<file path="src/rtl/img_pkg.sv">
// Shared constants for the image RAM and the engines that share it.
// Also holds the requester IDs used to wire engines onto arbiter ports.
package img_pkg;

  localparam int X_MAX     = 160;
  localparam int Y_MAX     = 120;
  localparam int ADDR_SZ   = 15;
  localparam int COL_SZ    = 3;
  localparam int MEM_DEPTH = X_MAX * Y_MAX;
  localparam int NREQ      = 4;
  localparam int MAX_BURST = 16;

  localparam int REQ_SCAN  = 0;
  localparam int REQ_ROWS  = 1;
  localparam int REQ_COLS  = 2;
  localparam int REQ_CLEAN = 3;

  typedef logic [ADDR_SZ-1:0] pix_addr_t;
  typedef logic [COL_SZ-1:0]  pix_col_t;

  // Index width for n requesters; never zero so a single requester still has a pointer.
  function automatic int ptr_w(input int n);
    return (n > 1) ? $clog2(n) : 1;
  endfunction

endpackage

</file>
<file path="src/rtl/image_mem_arbiter_if.sv">
// Requester-side bus of the image RAM arbiter: flattened per-requester
// request/address/data plus grant, read strobes and the shared read data.
interface image_mem_arbiter_if #(
  parameter int NREQ    = img_pkg::NREQ,
  parameter int ADDR_SZ = img_pkg::ADDR_SZ,
  parameter int COL_SZ  = img_pkg::COL_SZ
);

  logic [NREQ-1:0]         req;
  logic [NREQ-1:0]         wr;
  logic [NREQ*ADDR_SZ-1:0] addr;
  logic [NREQ*COL_SZ-1:0]  wdata;
  logic [NREQ-1:0]         gnt;
  logic [NREQ-1:0]         rvalid;
  logic [COL_SZ-1:0]       rdata;
  logic                    addr_err;

  modport master (
    output req, wr, addr, wdata,
    input  gnt, rvalid, rdata, addr_err
  );

  modport slave (
    input  req, wr, addr, wdata,
    output gnt, rvalid, rdata, addr_err
  );

endinterface

</file>
<file path="src/rtl/image_mem_arbiter_rr_pick.sv">
// Combinational round-robin picker: first set bit of req searching upward
// from start (mod N), returned as index and one-hot.
module rr_pick
  import img_pkg::*;
#(
  parameter int N  = 4,
  parameter int PW = ptr_w(N)
) (
  input  logic [N-1:0]  req,
  input  logic [PW-1:0] start,
  output logic [N-1:0]  win,
  output logic [PW-1:0] win_idx,
  output logic          valid
);

  always_comb begin
    int cand;
    logic [PW-1:0] ci;
    valid   = 1'b0;
    win_idx = '0;
    cand    = 0;
    ci      = '0;
    for (int k = 0; k < N; k++) begin
      cand = int'(start) + k;
      if (cand >= N) begin
        cand = cand - N;
      end
      ci = cand[PW-1:0];
      if (!valid && req[ci]) begin
        valid   = 1'b1;
        win_idx = ci;
      end
    end
  end

  genvar gi;
  generate
    for (gi = 0; gi < N; gi++) begin : g_win
      assign win[gi] = valid && (win_idx == PW'(gi));
    end
  endgenerate

endmodule

</file>
<file path="src/rtl/image_mem_arbiter.sv">
// Round-robin, burst-limited owner of the single-port image RAM. The owner's
// address/data are muxed straight onto the RAM; reads come back one cycle later.
module image_mem_arbiter #(
  parameter int NREQ      = img_pkg::NREQ,
  parameter int ADDR_SZ   = img_pkg::ADDR_SZ,
  parameter int COL_SZ    = img_pkg::COL_SZ,
  parameter int MEM_DEPTH = img_pkg::MEM_DEPTH,
  parameter int MAX_BURST = img_pkg::MAX_BURST
) (
  input  logic                clk,
  input  logic                resetn,
  image_mem_arbiter_if.slave  bus,
  output logic [ADDR_SZ-1:0]  mem_addr,
  output logic [COL_SZ-1:0]   mem_data,
  output logic                mem_wren,
  input  logic [COL_SZ-1:0]   mem_q
);
  import img_pkg::*;

  localparam int PW = ptr_w(NREQ);
  localparam int BW = $clog2(MAX_BURST + 1);

  localparam logic [1:0] ST_IDLE  = 2'd0;
  localparam logic [1:0] ST_OWNED = 2'd1;
  localparam logic [1:0] ST_HAND  = 2'd2;

  logic [1:0]      state_reg, state_next;
  logic [PW-1:0]   own_reg, own_next;
  logic [PW-1:0]   rr_ptr_reg, rr_ptr_next;
  logic [BW-1:0]   burst_cnt_reg, burst_cnt_next, burst_inc;
  logic [NREQ-1:0] gnt_reg, gnt_next;
  logic [NREQ-1:0] rvalid_reg, rvalid_next;
  logic            addr_err_reg, addr_err_next;

  logic [ADDR_SZ-1:0] addr_arr  [NREQ];
  logic [COL_SZ-1:0]  wdata_arr [NREQ];
  logic [NREQ-1:0]    own_oh;

  genvar gi;
  generate
    for (gi = 0; gi < NREQ; gi++) begin : g_unpack
      assign addr_arr[gi]  = bus.addr[gi*ADDR_SZ +: ADDR_SZ];
      assign wdata_arr[gi] = bus.wdata[gi*COL_SZ +: COL_SZ];
      assign own_oh[gi]    = (own_reg == PW'(gi));
    end
  endgenerate

  function automatic logic [PW-1:0] next_idx(input logic [PW-1:0] i);
    return (int'(i) == NREQ - 1) ? '0 : i + 1'b1;
  endfunction

  logic [ADDR_SZ-1:0] own_addr;
  logic [COL_SZ-1:0]  own_wdata;
  logic               own_req, own_wr, in_range, active, access;

  assign own_req   = bus.req[own_reg];
  assign own_wr    = bus.wr[own_reg];
  assign own_addr  = addr_arr[own_reg];
  assign own_wdata = wdata_arr[own_reg];
  assign in_range  = own_addr < ADDR_SZ'(MEM_DEPTH);
  // An out-of-range cycle is still a burst slot; only the RAM side is suppressed.
  assign active    = (state_reg == ST_OWNED) && own_req;
  assign access    = active && in_range;

  assign mem_wren = access && own_wr;
  assign mem_addr = access ? own_addr : '0;
  assign mem_data = access ? own_wdata : '0;

  assign bus.gnt      = gnt_reg;
  assign bus.rvalid   = rvalid_reg;
  assign bus.rdata    = mem_q;
  assign bus.addr_err = addr_err_reg;

  logic [NREQ-1:0] pick_req, pick_win;
  logic [PW-1:0]   pick_start, pick_idx;
  logic            pick_valid;

  // While owned, only the other requesters compete, starting after the owner.
  always_comb begin
    pick_req   = bus.req;
    pick_start = rr_ptr_reg;
    if (state_reg == ST_OWNED) begin
      pick_req   = bus.req & ~own_oh;
      pick_start = next_idx(own_reg);
    end
  end

  rr_pick #(.N(NREQ), .PW(PW)) u_pick (
    .req     (pick_req),
    .start   (pick_start),
    .win     (pick_win),
    .win_idx (pick_idx),
    .valid   (pick_valid)
  );

  assign burst_inc = (burst_cnt_reg == BW'(MAX_BURST)) ? burst_cnt_reg
                                                       : burst_cnt_reg + 1'b1;

  always_comb begin
    state_next     = state_reg;
    own_next       = own_reg;
    rr_ptr_next    = rr_ptr_reg;
    burst_cnt_next = burst_cnt_reg;
    gnt_next       = gnt_reg;
    case (state_reg)
      ST_IDLE: begin
        if (pick_valid) begin
          state_next     = ST_OWNED;
          own_next       = pick_idx;
          gnt_next       = pick_win;
          burst_cnt_next = '0;
        end
      end
      ST_OWNED: begin
        if (!own_req) begin
          rr_ptr_next    = next_idx(own_reg);
          burst_cnt_next = '0;
          if (pick_valid) begin
            own_next = pick_idx;
            gnt_next = pick_win;
          end else begin
            state_next = ST_IDLE;
            gnt_next   = '0;
          end
        end else if (burst_inc == BW'(MAX_BURST)) begin
          burst_cnt_next = '0;
          if (pick_valid) begin
            // Burst spent: hold the winner through one grant-free cycle.
            state_next  = ST_HAND;
            own_next    = pick_idx;
            gnt_next    = '0;
            rr_ptr_next = next_idx(own_reg);
          end
        end else begin
          burst_cnt_next = burst_inc;
        end
      end
      ST_HAND: begin
        state_next     = ST_OWNED;
        gnt_next       = own_oh;
        burst_cnt_next = '0;
      end
      default: begin
        state_next = ST_IDLE;
        gnt_next   = '0;
      end
    endcase
  end

  assign rvalid_next   = (access && !own_wr) ? own_oh : '0;
  assign addr_err_next = active && !in_range;

  always_ff @(posedge clk or negedge resetn) begin
    if (!resetn) begin
      state_reg     <= ST_IDLE;
      own_reg       <= '0;
      rr_ptr_reg    <= '0;
      burst_cnt_reg <= '0;
      gnt_reg       <= '0;
      rvalid_reg    <= '0;
      addr_err_reg  <= 1'b0;
    end else begin
      state_reg     <= state_next;
      own_reg       <= own_next;
      rr_ptr_reg    <= rr_ptr_next;
      burst_cnt_reg <= burst_cnt_next;
      gnt_reg       <= gnt_next;
      rvalid_reg    <= rvalid_next;
      addr_err_reg  <= addr_err_next;
    end
  end

endmodule
</file>
<file path="src/flat_wrapper.sv">
// flat-port wrapper written by rule: the top's interface ports become plain ports
module image_mem_arbiter_flat import img_pkg::*;
#(
  parameter int NREQ      = img_pkg::NREQ,
  parameter int ADDR_SZ   = img_pkg::ADDR_SZ,
  parameter int COL_SZ    = img_pkg::COL_SZ,
  parameter int MEM_DEPTH = img_pkg::MEM_DEPTH,
  parameter int MAX_BURST = img_pkg::MAX_BURST
)
  (clk, resetn, mem_addr, mem_data, mem_wren, mem_q, bus_req, bus_wr, bus_addr, bus_wdata, bus_gnt, bus_rvalid, bus_rdata, bus_addr_err);
  image_mem_arbiter_if #(.NREQ(NREQ), .ADDR_SZ(ADDR_SZ), .COL_SZ(COL_SZ)) bus_i ();
  input  logic clk;
  input  logic resetn;
  output logic [ADDR_SZ-1:0] mem_addr;
  output logic [COL_SZ-1:0] mem_data;
  output logic mem_wren;
  input  logic [COL_SZ-1:0] mem_q;
  input wire logic [$bits(bus_i.req)-1:0] bus_req;
  input wire logic [$bits(bus_i.wr)-1:0] bus_wr;
  input wire logic [$bits(bus_i.addr)-1:0] bus_addr;
  input wire logic [$bits(bus_i.wdata)-1:0] bus_wdata;
  output wire logic [$bits(bus_i.gnt)-1:0] bus_gnt;
  output wire logic [$bits(bus_i.rvalid)-1:0] bus_rvalid;
  output wire logic [$bits(bus_i.rdata)-1:0] bus_rdata;
  output wire logic [$bits(bus_i.addr_err)-1:0] bus_addr_err;
  assign bus_i.req = bus_req;
  assign bus_i.wr = bus_wr;
  assign bus_i.addr = bus_addr;
  assign bus_i.wdata = bus_wdata;
  assign bus_gnt = bus_i.gnt;
  assign bus_rvalid = bus_i.rvalid;
  assign bus_rdata = bus_i.rdata;
  assign bus_addr_err = bus_i.addr_err;
  image_mem_arbiter #(.NREQ(NREQ), .ADDR_SZ(ADDR_SZ), .COL_SZ(COL_SZ), .MEM_DEPTH(MEM_DEPTH), .MAX_BURST(MAX_BURST)) u_core (.clk(clk), .resetn(resetn), .bus(bus_i), .mem_addr(mem_addr), .mem_data(mem_data), .mem_wren(mem_wren), .mem_q(mem_q));
endmodule
</file>
<file path="config.mk">
export PLATFORM = sky130hd
export DESIGN_NAME = image_mem_arbiter_flat
export DESIGN_NICKNAME = d
export VERILOG_FILES = /design/src/rtl/img_pkg.sv /design/src/rtl/image_mem_arbiter_if.sv /design/src/rtl/image_mem_arbiter_rr_pick.sv /design/src/rtl/image_mem_arbiter.sv /design/src/flat_wrapper.sv
export SDC_FILE = /design/constraint.sdc
export NUM_CORES = 1
export LEC_CHECK = 0
export CAP_MARGIN = 25
export CORE_UTILIZATION = 30
export CTS_BUF_LIST = sky130_fd_sc_hd__clkbuf_16
export DETAILED_ROUTE_END_ITERATION = 16
export PLACE_DENSITY = 0.67
export SETUP_SLACK_MARGIN = 0.3
export SLEW_MARGIN = 10
export SYNTH_ARGS = -nofsm -noshare
export SYNTH_HDL_FRONTEND = slang
export SYNTH_SLANG_ARGS = --single-unit
</file>
<file path="constraint.sdc">
create_clock -name clk -period 2.59 [get_ports clk]
set_input_delay 0.259 -clock clk [delete_from_list [all_inputs] [get_ports clk]]
set_output_delay 0.259 -clock clk [all_outputs]
set_load 0.01 [all_outputs]
</file>
# After elaboration in Yosys (flattened, before gate mapping)
# Cells that the tools add are included.
# W data, S select, Z words.
[totals] regBits=20 inputBits=85 output_inout_bits=31 word_cells=134
[op_classes] addsub=9 magnitude_cmp=11 n_eq_ne=17 n_mux=60 bitwise_logic=3 n_reduce_logical=27
[op_table] op="$mux W15" count=3
[op_table] op="$mux W2" count=21
[op_table] op="$bmux W15 S2" count=1
[op_table] op="$mux W4" count=7
[op_table] op="$mux W5" count=4
[op_table] op="$lt A15 B15 Y1 const B" count=1
[op_table] op="$lt A2 B3 Y1 const B" count=5
[op_table] op="$pmux W5 S3" count=1
[op_table] op="$bmux W1 S2" count=6
[op_table] op="$ge A3 B3 Y1 const B" count=4
[op_table] op="$logic_and A1 B1 Y1" count=12
[op_table] op="$pmux W4 S3" count=1
[op_table] op="$eq A2 B2 Y1 const B" count=5
[op_table] op="$eq A5 B5 Y1 const B" count=2
[op_table] op="$mux W1" count=10
[op_table] op="$mux W3" count=3
[op_table] op="$eq A2 B1 Y1 const B" count=4
[op_table] op="$sub A2 B1 Y2 const B" count=4
[op_table] op="$add A2 B2 Y3 const B" count=2
[op_table] op="$bmux W3 S2" count=1
[op_table] op="$logic_not A2 Y1" count=3
[op_table] op="$ne A2 B2 Y1 const B" count=3
[op_table] op="$ne A3 B3 Y1 const B" count=2
[op_table] op="$pmux W2 S3" count=1
[op_table] op="15 further kinds" count=21

# Logic depth before layout (Yosys ltp)
[depth] ltp_word=22 mapped_depth=11 depth_no_buf=8

# Cells and area by module
# From an unflattened synthesis, not the netlist that was laid out.
[hier_totals] cells_unflattened=209 hier_area_um2=2149.6
[modules_own_cells] mod="image_mem_arbiter" instances=1 cells_each=176 area_per_inst_um2=1938.1 seq_area_each_um2=500.5
[modules_own_cells] mod="rr_pick" instances=1 cells_each=33 area_per_inst_um2=211.5 seq_area_each_um2=0.0

# Least setup slack after synthesis
# Ideal clock, no wire load.
[synth_path] kind="register to register" start="reg u_core.own_reg[1]" end="reg u_core.gnt_reg[0], in the netlist u_core.bus.gnt[0]" arrival_time_ns=2.462 required_ns=2.464 slack_ns=0.002 path_stages_with_launch=11 period_less_slack_ns=2.588 path_cell_list="dfrtp_1 buf_2 buf_1 inv_1 ha_1 nand4bb_1 o2111ai_1 a22o_1 a31oi_1 nor2b_1 a221o_1"
[synth_between] elab_chain_cells=22
[synth_lines] item="start, declared" line_no="image_mem_arbiter.sv:28" text="logic [PW-1:0] own_reg, own_next;"
[synth_lines] item="start signal, assigned" line_no="image_mem_arbiter.sv:164" text="own_reg <= own_next;"
[synth_lines] item="parallel branches: the longest is 22 deep, another holds $add A2 B1 Y3"
[synth_lines] item="end signal, assigned" line_no="image_mem_arbiter.sv:167" text="gnt_reg <= gnt_next;"
[synth_lines] item="end, declared" line_no="image_mem_arbiter.sv:31" text="logic [NREQ-1:0] gnt_reg, gnt_next;"
# Several ways; the timed one is not identified. The select of a mux whose other input is x is not followed.
# A chain may end at the register's enable or synchronous reset.

# Worst setup path in the final report
[layout_path] start="reg u_core.own_reg[0]" end="out mem_addr[5]"
[layout_between] elab_chain_cells=7
[layout_lines] item="$not A2 Y3 (not written as such)" line_no="image_mem_arbiter.sv:58" text="assign own_addr = addr_arr[own_reg];"
[layout_lines] item="$bmux W15 S2" line_no="image_mem_arbiter.sv:58"
[layout_lines] item="$mux W15 (not written as such) (2 in series)" line_no="image_mem_arbiter.sv:58"
[layout_lines] item="$lt A15 B15 Y1" line_no="image_mem_arbiter.sv:60" text="assign in_range = own_addr < ADDR_SZ'(MEM_DEPTH);"
[layout_lines] item="$logic_and A1 B1 Y1" line_no="image_mem_arbiter.sv:63" text="assign access = active && in_range;"
[layout_lines] item="$mux W15 *" line_no="image_mem_arbiter.sv:66" text="assign mem_addr = access ? own_addr : '0;"
[layout_lines] item="end, declared" line_no="flat_wrapper.sv:14" text="output logic [ADDR_SZ-1:0] mem_addr;"
# Mark *: on every way between the ends. The rest lies on a longest branch, timed or not. The select of a mux whose other input is x is not followed.

==> metrics <==
outcome finished, violations left; failing checks negative setup slack; Yosys top cell area share 25.2%; measured slew at the worst slew-check pin between 0.3 and 0.4 ns; Synth Register Bits 20; Max FO, Critical Path 4; Hold Violations, Final 0; Core Area 6390 um2; Syn Std Cell Area just under 2000 um2; fin cells 415; Worst path max stage delay 0.54 ns; initial core utilization 31.1%; Post-synth top flop dfrtp_1; Sinks on Clock Net 20; # DRC 0; post-DP HPWL 5.12 mm; Synth Instances 196; number of enable flip-flop cells after synthesis 0; Longest Clk Path Bufs 2; setup slack after layout -0.136 ns; worst skew pair latency about 0.25 ns; share of cells above drive strength 1 39.6%; Total GRT Usage a little under a fifth; grt total ovfl 0; cell mode on critical path buf_6; period utilisation layout 105%; Syn Nets ~290; Die ar. 6960 um2; Hold WS ~0.35 ns; Die W roughly 83 um; VDD IR-drop max 0.633 mV; type of the most critical hold path in -> async; Leak Pwr 0.00161 uW; setup violators final 12; post-synthesis sequential area ratio 25.2%; clock transition at the registers of the reported paths 0.06 ns; total routed wirelength 6.98 mm; worst path bufs/invs 6; crit-path cells buf_6 -> buf_4 -> mux4_2 -> o31ai_4 -> buf_2 -> buf_6 -> buf_6 -> and3_4 -> buf_6; max reg flops 5; min Tclk post-route 2.73 ns; Placer Congestion 0.815; Synth top cells by count dfrtp_1 (20), nor2_1 (17), and3_1 (15); Via density 5.32; Cell Rows 29; Crit. End Element output pin; drt wl/cell 16.8 um; cell taking the most area after synthesis dfrtp_1; drt first pass iters 4; MaxCap Viol Count 0; dpl cells between 300 and 400; FMAX about 0.37 GHz; via total after detailed routing 2208; asr flop ratio synth 100%; power density cells about 1100 nW/um2; ANT nets after route 0; CTS root buf clkbuf_16; critical path startpoint category flip-flop; CP Class reg -> out; storage element area 503 um2; footprint of the multi-input gates 1590 um2; CTS tree yes; RSZ-0062 raised after global routing yes; top-count cell post-synth dfrtp_1; number of global-route vias before repair 2141; Worst slew margin between 70% and 80%; buffers added on ports between 100 and 150; I/O pin cnt ~120; Final Max Tran Viols 0; fillers 519; arrival time worst endpoint 2.47 ns; initial antenna violation count 0; CTS Hold Bufs 0; initial drt markers 137; Slowest cell on crit path mux4_2; Diodes inserted 0; CP delay by family, top buffers and inverters; leading post-synthesis cells by cell area dfrtp_1 (25%), mux4_2 (16%), mux4_1 (6.6%), and3_1 (4.7%), ha_1 (3.8%); Mean Syn Cell Area approximately 10 um2; largest net degree at the start of global routing 21; post-synthesis cell type count 50; first-pass GRT wire length approximately 10 mm; Required @ worst endpoint 2.33 ns; Area Growth Syn to Fin 89.9%; Worst Clk Skew between 0.003 and 0.004 ns; cts bufs inserted 3; synth warn 0; H-tree levels 1; Nets 430; Die H 83.4 um
## per-layer routing
layer / vias up / routed length (um) / GRT usage, %
met1: 1065 / 2690 / 22.1
met4: 0 / 153 / 5.17
met2: 98 / 3690 / 34.6
met5: - / 0 / 0
li1: 1031 / - / -
met3: 14 / 452 / 3.38
## power breakdown
part	total (uW)	internal [uW]	switching (uW)
Sequential	518	418	100
Clock	328	206	122
Combinational	3430	1940	1490
## repair_timing
item                                    in CTS  in global routing
buffers inserted                            13                  5
gates resized for setup                    111                 49
pin swaps                                   10                 11
cloned                                       1                  0
endpoints found under the hold margin        0                  0
endpoints found under the setup margin      26                 31
## kinds of logic after synthesis
kind of cell,Yosys count,synth area share [%]
simple gates,82,23.4
buf+inv,25,6.92
xor+xnor,1,0.441
flops,20,25.2
compound gates,34,13.0
mux,28,27.2
fa+ha+maj,6,3.78
## layout by cell type, fill, tap and decap left out, types with 9 or more instances in the layout
master           instances
and2_1                   9
and3_4                   9
buf_2                   10
buf_4                   25
buf_6                   23
clkdlybuf4s50_1         90
dfrtp_1                 18
mux4_2                  14
nand2_1                 10
nor2_1                  14
## final timing paths
check / start / endpoint / slack (ns) / cells past startpoint
max: u_core.own_reg[0] / mem_addr[5] / -0.14 / 9
min: resetn / u_core.rr_ptr_reg[0] / 0.35 / 2
max reg2reg: u_core.own_reg[0] / u_core.bus.gnt[1] / 0.26 / 10
min reg2reg: u_core.rr_ptr_reg[0] / u_core.rr_ptr_reg[0] / 0.52 / 1
max in group asynchronous: resetn / u_core.burst_cnt_reg[0] / 2.00 / 2
min in group clk: u_core.rr_ptr_reg[0] / u_core.rr_ptr_reg[0] / 0.52 / 1
## metrics by stage
step                setup slack [ns]  util (%)  setup TNS (ns)  area (um2)  power [uW]
floorplan                      0.304         -               0        2010        2060
global placement              -0.144      51.5           -2.10        3290        3050
detailed placement            -0.164      51.5           -2.44        3290        3070
CTS                           -0.128      55.4          -0.782        3540        3810
global route                  -0.209      59.1           -1.83        3770        4530
finish                        -0.136      59.1          -0.831        3770        4280
## cell type report
cell class | count | share of cell area (%)
Clock inverter | 1 | 0.0994
Multi-Input combinational cell | 151 | 42.2
Sequential cell | 20 | 13.3
Timing Repair Buffer | 151 | 38.5
Clock buffer | 3 | 1.99
Inverter | 12 | 1.39
Tap cell | 77 | 2.55
No activity file was read; power rests on OpenSTA's default activity.
